==> src/rtl/vga_pkg.sv <==
// Shared types and video timing constants for the VGA memory arbiter slice.
// Purely declarative: no latency, no flow control.
package vga_pkg;

   localparam int H_ACTIVE = 640;
   localparam int V_ACTIVE = 480;
   localparam int H_TOTAL  = 800;
   localparam int V_TOTAL  = 525;

   typedef enum logic [1:0] {
      IDLE,
      RD_DATA,
      ACK_GAP
   } arb_state_t;

   typedef enum logic {
      OWN_DISP,
      OWN_CPU
   } rd_owner_t;

endpackage

==> src/rtl/vga_sel_sync.sv <==
// Frame-synchronous image buffer select: image_select follows sel_req only on frame_end.
// Select updates one clk after frame_end; no backpressure, sel_pending is combinational.
module vga_sel_sync (
   input  logic clk,
   input  logic reset,
   input  logic frame_end,
   input  logic sel_req,
   output logic image_select,
   output logic sel_pending
);

   always_ff @(posedge clk) begin
      if (reset) begin
         image_select <= 1'b0;
      end else if (frame_end) begin
         image_select <= sel_req;
      end
   end

   assign sel_pending = sel_req != image_select;

endmodule

==> src/rtl/vga_mem_arbiter.sv <==
// Single-port video RAM arbiter: display fetch owns pix_en&&active slots, CPU gets the rest.
// Display data 1 clk after issue; CPU waits (req held) until ack, write ack same clk, read ack 1 clk later.
module vga_mem_arbiter #(
   parameter int ADDR_W   = 32,
   parameter int DATA_W   = 8,
   parameter int MAX_WAIT = 1023
) (
   input  logic              clk,
   input  logic              reset,
   input  logic              pix_en,
   input  logic              active,
   input  logic              frame_end,
   input  logic [ADDR_W-1:0] disp_addr,
   output logic [DATA_W-1:0] disp_data,
   output logic              disp_valid,
   input  logic              cpu_req,
   input  logic              cpu_we,
   input  logic [ADDR_W-1:0] cpu_addr,
   input  logic [DATA_W-1:0] cpu_wdata,
   output logic              cpu_ack,
   output logic [DATA_W-1:0] cpu_rdata,
   input  logic              sel_req,
   output logic              image_select,
   output logic              sel_pending,
   output logic              cpu_starved,
   output logic [ADDR_W-1:0] mem_addr,
   output logic              mem_we,
   output logic [DATA_W-1:0] mem_wdata,
   input  logic [DATA_W-1:0] mem_rdata
);

   import vga_pkg::*;

   localparam int CNT_W = $clog2(MAX_WAIT + 1);

   arb_state_t        state;
   rd_owner_t         rd_owner;
   logic              rd_vld;
   logic [CNT_W-1:0]  wait_cnt;
   logic [ADDR_W-1:0] addr_q;
   logic [DATA_W-1:0] wdata_q;
   logic              disp_slot;
   logic              cpu_slot;
   logic              cpu_wr;
   logic              cpu_rd;
   logic              cpu_waiting;

   always_comb begin
      disp_slot   = pix_en && active;
      cpu_slot    = !disp_slot && (state == IDLE) && cpu_req;
      cpu_wr      = cpu_slot && cpu_we;
      cpu_rd      = cpu_slot && !cpu_we;
      cpu_waiting = (state == IDLE) && cpu_req && !cpu_slot;
   end

   // Everything visible is gated by reset so an in-flight read or a pending write dies in the reset cycle.
   always_comb begin
      mem_we     = !reset && cpu_wr;
      mem_wdata  = reset ? '0 : (cpu_wr ? cpu_wdata : wdata_q);
      disp_valid = !reset && rd_vld && (rd_owner == OWN_DISP);
      disp_data  = disp_valid ? mem_rdata : '0;
      cpu_ack    = !reset && ((state == RD_DATA) || cpu_wr);
      cpu_rdata  = (!reset && rd_vld && (rd_owner == OWN_CPU)) ? mem_rdata : '0;
      if (reset)          mem_addr = '0;
      else if (disp_slot) mem_addr = disp_addr;
      else if (cpu_slot)  mem_addr = cpu_addr;
      else                mem_addr = addr_q;
   end

   always_ff @(posedge clk) begin
      if (reset) begin
         state       <= IDLE;
         rd_vld      <= 1'b0;
         rd_owner    <= OWN_DISP;
         wait_cnt    <= '0;
         cpu_starved <= 1'b0;
         addr_q      <= '0;
         wdata_q     <= '0;
      end else begin
         // Tag each issued read so the returning data lands on exactly one path.
         rd_vld   <= disp_slot || cpu_rd;
         rd_owner <= disp_slot ? OWN_DISP : OWN_CPU;
         if (disp_slot || cpu_slot) addr_q <= mem_addr;
         if (cpu_wr) wdata_q <= cpu_wdata;

         case (state)
            IDLE: begin
               if (cpu_wr)      state <= ACK_GAP;
               else if (cpu_rd) state <= RD_DATA;
            end
            RD_DATA: state <= ACK_GAP;
            ACK_GAP: state <= IDLE;
            default: state <= IDLE;
         endcase

         if (cpu_ack) begin
            wait_cnt <= '0;
         end else if (cpu_waiting && (wait_cnt != CNT_W'(MAX_WAIT))) begin
            wait_cnt <= wait_cnt + 1'b1;
         end
         if (cpu_waiting && (wait_cnt >= CNT_W'(MAX_WAIT - 1))) cpu_starved <= 1'b1;
      end
   end

   vga_sel_sync u_sel_sync (
      .clk          (clk),
      .reset        (reset),
      .frame_end    (frame_end),
      .sel_req      (sel_req),
      .image_select (image_select),
      .sel_pending  (sel_pending)
   );

endmodule

==> config.mk <==
export PLATFORM = sky130hd
export DESIGN_NAME = vga_mem_arbiter
export DESIGN_NICKNAME = d
export VERILOG_FILES = /design/src/rtl/vga_pkg.sv /design/src/rtl/vga_sel_sync.sv /design/src/rtl/vga_mem_arbiter.sv
export SDC_FILE = /design/constraint.sdc
export NUM_CORES = 1
export LEC_CHECK = 0
export ABC_CLOCK_PERIOD_IN_PS = 3300
export CAP_MARGIN = 10
export CORE_MARGIN = 4
export CORE_UTILIZATION = 40
export CTS_CLUSTER_SIZE = 16
export DETAILED_ROUTE_END_ITERATION = 16
export GPL_ROUTABILITY_DRIVEN = 0
export GPL_TIMING_DRIVEN = 0
export PLACE_DENSITY = 0.81
export SYNTH_ARGS = -nofsm -noshare
export SYNTH_HDL_FRONTEND = slang
export SYNTH_SLANG_ARGS = --single-unit
==> constraint.sdc <==
create_clock -name clk -period 3.3 [get_ports clk]
set_clock_uncertainty 0.1 [all_clocks]
set_input_delay 0.99 -clock clk [delete_from_list [all_inputs] [get_ports clk]]
set_output_delay 0.99 -clock clk [all_outputs]
set_load 0.02 [all_outputs]
# After elaboration in Yosys (flattened, before gate mapping)
# Index checks and enable logic that the tools add are counted.
[classes]
magnitude_cmp = 1
n_addsub = 1
reduce_logical = 23
eq_ne = 4
mux = 11
n_bitwise = 1
[op_table]
columns = ["operator", "count"]
rows = [
  ["32-bit two-way mux", 3],
  ["8-bit two-way mux", 4],
  ["1-bit logical AND", 14],
  ["10-bit by 1-bit adder with 10-bit output, second input constant", 1],
  ["10-bit >= comparator, second input constant", 1],
  ["10-bit inequality test, second input constant", 1],
  ["1-bit logical NOT", 4],
  ["2-bit two-way mux", 2],
  ["2-bit one-hot mux with 2 select lines", 1],
  ["1-bit logical OR", 3],
  ["3-bit inequality test, second input constant", 1],
  ["2-bit by 1-bit == test with 1-bit output, second input constant", 1],
  ["2-bit logical NOT", 1],
  ["2-bit OR reduction", 1],
  ["1-bit two-way mux", 1],
  ["1-bit inequality test", 1],
  ["1-bit inverter", 1],
]
[totals]
regBits = 56
in_bits = 88
out_inout_bits = 62
wordCells = 49

# Logic depth before layout (Yosys ltp)
[logic_depth]
ltp_word = 8
depth_mapped = 6
ltp_nobuf = 5

# By module
# From an unflattened synthesis, not the netlist that was laid out.
[unflattened]
cells_unflattened = 358
hier_area_um2 = 2882.8
[by_module_without_submodules]
columns = ["module", "seq_area_each_um2", "cells_per_inst", "area_per_inst_um2", "n_inst"]
rows = [
  ["vga_mem_arbiter", 1101.1, 354, 2840.2, 1],
  ["vga_sel_sync", 20.0, 4, 42.5, 1],
]

# Least setup slack after synthesis
# Ideal clock, no wire load.
[synth_timing]
kind = "input port to output port"
start = "input port cpu_req"
end = "output port mem_wdata[0]"
t_arrival_ps = 2217
path_stages = 5
slack_ps = -7
t_required_ps = 2210
path_buffers = 2
path_cell_list = "nor3b_2 -> buf_2 -> clkbuf_1 -> nand3_1 -> a21oi_1"
[synth_via]
elab_chain_len = 4
[synth_rtl]
columns = ["item", "line_no", "text"]
rows = [
  ["from (decl)", "vga_mem_arbiter.sv:16", "input logic cpu_req,"],
  ["1-bit logical AND", "vga_mem_arbiter.sv:50", "cpu_slot = !disp_slot && (state == IDLE) && cpu_req;"],
  ["1-bit logical AND", "vga_mem_arbiter.sv:51", "cpu_wr = cpu_slot && cpu_we;"],
  ["8-bit two-way mux (2 in a row)", "n/a", ""],
  ["to (decl)", "vga_mem_arbiter.sv:28", "output logic [DATA_W-1:0] mem_wdata,"],
]
# Every way passes these cells.

# Worst setup path after layout
[layout_timing]
start = "input port cpu_req"
end = "output port mem_addr[3]"
[layout_via]
elab_chain_len = 4
[layout_rtl]
columns = ["item", "line_no", "text"]
rows = [
  ["1-bit logical AND", "vga_mem_arbiter.sv:50", ""],
  ["32-bit two-way mux", "vga_mem_arbiter.sv:66", "else if (cpu_slot) mem_addr = cpu_addr;"],
  ["32-bit two-way mux", "vga_mem_arbiter.sv:65", "else if (disp_slot) mem_addr = disp_addr;"],
  ["32-bit two-way mux", "vga_mem_arbiter.sv:64", "if (reset) mem_addr = '0;"],
  ["to (decl)", "vga_mem_arbiter.sv:26", "output logic [ADDR_W-1:0] mem_addr,"],
]
# Every way passes these cells.

==> impl_metrics.py <==
metrics = {
    "power_and_ir_drop": {
        "p_sw_share_pct": 30.0,
        "finalPower_mw": 1.82,
        "p_sw_mw": 0.546,
        "combinationalPowerShare_pct": 33.4,
        "clockPowerShare_pct": 25.6,
        "peakVddDrop_v": 0.000278,
        "powerDensity_nw_per_um2": 346,
        "pwr-share-seq_pct": 41.0,
        "p_leak_nw": 1.99,
        "p_int_mw": 1.27,
    },
    "cells_and_area": {
        "area_growth_syn_to_layout_pct": 84.9,
        "drive_gt1_share_pct": 31.8,
        "multi_input_area_sq_um": 2130,
        "stdcell_count": 602,
        "seq_area_sq_um": 1120,
        "utilization_pct": 77.0,
        "fin_nets": 595,
        "antennaDiodeCount": 0,
        "fillers": 483,
    },
    "route": {
        "vias": 3314,
        "dr.pass1.iters": 4,
        "wl_per_cell_um": 17.0,
        "final_antenna_net_count": 0,
        "drc_errors": 0,
        "drt-total-wl_mm": 10.3,
        "viasPerCell": 5.50,
        "drtIter0Drc": 221,
    },
    "global_routing": {
        "antenna_found_initial": 0,
        "grt_pass1_vias": 3257,
        "grtUsageTotal_pct": 22.5,
        "grt_max_degree": 19,
        "grt_remaining_overflow": 0,
        "grt_pass1_wl_mm": 15.7,
    },
    "timing": {
        "hold_viol_final": 0,
        "hold_ws_ns": 0.368,
        "rsz0062_at_grt": "yes",
        "setup_violations": 8,
        "fin_ws_ns": -0.0459,
        "finalCriticalPeriod_ns": 3.35,
        "drv_slew": 0,
        "worst_pin_slew_ns": 0.765,
        "max_freq_mhz": 299,
        "period_share_pct": 101,
        "max-slew-margin-rel_pct": 48.5,
    },
    "worst_setup_path": {
        "cp_max_fo": 6,
        "cp.required_ns": 2.21,
        "endpoint_kind": "output port",
        "cp_slowest_stage_delay_ns": 0.26,
        "slowest_stage": "mux2i_2",
        "crit_type": "in2out",
        "crit_family": "buffers and inverters",
        "start_kind": "input pin",
        "path_cells": "buf_6 > nor3b_4 > buf_6 > buf_6 > buf_12 > mux2i_2 > a211oi_1 > buf_2",
        "worst-path-buf-inv": 5,
        "crit_top_cell": "buf_6",
        "worstPathArrival_ns": 2.26,
    },
    "clock_tree": {
        "cts_root_buffer": "clkbuf_8",
        "clockBufferDepth": 2,
        "cts_tree": "done",
        "numCtsBuffers": 5,
        "cts_hold_buffers": 0,
        "ctsHtreeMaxLevel": 2,
        "cts.clk_slew.worst_paths_ns": 0.11,
        "clk_latency_ns": 0.31,
        "cts.sinks": 56,
    },
    "place": {
        "io_buffers": 149,
        "dpl.cell_count": 576,
        "pre_cts_slack_ns": -1.31,
        "dp_hpwl_mm": 6.92,
    },
    "hold_path": {
        "hold_class": "reg2reg",
    },
    "synth": {
        "ys_warn_count": 0,
        "syn_area_per_cell_sq_um": 8.59,
        "synth.most_common_cell": "a211oi_1",
        "synthTopCellsByCount": "a211oi_1 (65), dfxtp_1 (56), nor2_1 (38)",
        "synth_area_leaders": "dfxtp_1 (39%), a211oi_1 (17%), mux2i_1 (12%), nor2_1 (5.0%), and2_1 (4.0%)",
        "synth_edf_count": 0,
        "ys_types": 35,
        "synth_top_flop_cell": "dfxtp_1",
        "synthCells": 331,
        "ys_ff_latch": 56,
        "yosysTopAreaCell": "dfxtp_1",
        "synth_top_cell_area_share_pct": 39.4,
        "syn_nets": 421,
        "ys_seq_area_share_pct": 39.4,
        "synthArstFlopShare_pct": 0,
        "syn_area_sq_um": 2840,
    },
    "die": {
        "core_area_sq_um": 6830,
        "initial_utilization_pct": 41.6,
        "die_y_um": 92.3,
        "io_pins": 150,
        "fp.dieArea_sq_um": 8520,
        "fp-row-count": 30,
        "dieWidth_um": 92.3,
    },
    "status": {
        "status": "finished with violations",
        "violations": "negative setup slack",
    },
    "flow_run": {
        "maxCapViolCount": 0,
    },
}
[routing by layer]
| metal | GRT usage [%] | wire length (um) | vias to the layer above |
|---|---|---|---|
| met5 | 0 | 0 | - |
| met2 | 40.8 | 5390 | 138 |
| li1 | - | - | 1603 |
| met3 | 5.77 | 734 | 8 |
| met1 | 26.7 | 4040 | 1565 |
| met4 | 4.58 | 102 | 0 |
[placed cells by master (no fill, tap or decap), types with 12 or more instances in the layout]
cell	instances
nor2_1	38
buf_2	13
a211oi_1	40
dfxtp_1	56
nand3_1	14
a211oi_2	25
clkdlybuf4s50_1	85
nand2_1	12
mux2i_4	20
and2_1	18
buf_4	38
[cells by family (layout without fill, tap and decap cells)]
| kind of cell | count (synthesis) | after routing | synth area share, % |
|---|---|---|---|
| AOI/OAI and AO/OA | 96 | 96 | 23.5 |
| xor gates and xnor gates | 2 | 2 | 0.616 |
| adders and majority gates | 2 | 2 | 0.880 |
| buffers and inverters | 30 | 203 | 4.14 |
| DFF | 56 | 56 | 39.4 |
| muxes | 34 | 34 | 12.0 |
| and+or+nand+nor | 111 | 113 | 19.5 |
[cell type report]
cell class	count	area share, %
multi-input cells	247	40.4
repair buffers	167	29.6
flip-flops and latches	56	21.3
plain buffers	25	3.97
well taps	96	2.28
clock buffers	5	1.31
clock inverters	3	0.881
inverters	3	0.214
[tightest hold or removal path, delay by kind of cell, from the launching register on]
| kind | cells | cell delay [ns] |
|---|---|---|
| AOI/OAI and AO/OA | 1 | 0.05 |
| DFF | 1 | 0.32 |
| and+or+nand+nor | 1 | 0.06 |
[stage by stage]
step,cell area [sq um],TNS (ns)
finish,5260,-0.202
global route,5260,-1.45
CTS,5090,-0.389
detailed placement,4580,-61.04
global placement,4580,-59.96
floorplan,2970,0
[what timing repair did]
item | CTS | global route
gates resized for setup | 318 | 53
setup buffers | 11 | 5
pin swaps | 13 | 15
endpoints found under the setup margin | 60 | 38
cloned | 7 | 0
endpoints found under the hold margin | 0 | 0
[state kept, by name, summed over array words and instances (netlist names)]
signal,flops
rd_owner,1
addr_q,32
wdata_q,8
state,2
u_sel_sync.image_select,1
cpu_starved,1
rd_vld,1
wait_cnt,10
[power groups by stage]
stage | Sequential [mW] | Clock [mW] | Combinational (mW)
after floorplan | 0.744 | 0 | 0.250
after global placement | 0.745 | 0 | 0.478
after detailed placement | 0.747 | 0 | 0.484
after CTS | 0.739 | 0.473 | 0.565
after global routing | 0.749 | 0.501 | 0.646
final | 0.745 | 0.466 | 0.608
[final timing paths]
path,slack (ns),to,depth (start not counted),start
worst min register to register,0.37,wdata_q[6],2,wdata_q[6]
worst max register to register,1.25,wait_cnt[6],7,state[1]
worst min-delay path,0.37,wdata_q[6],2,wdata_q[6]
worst max-delay path,-0.05,mem_addr[3],8,cpu_req
(Power assumes the default switching activity.)
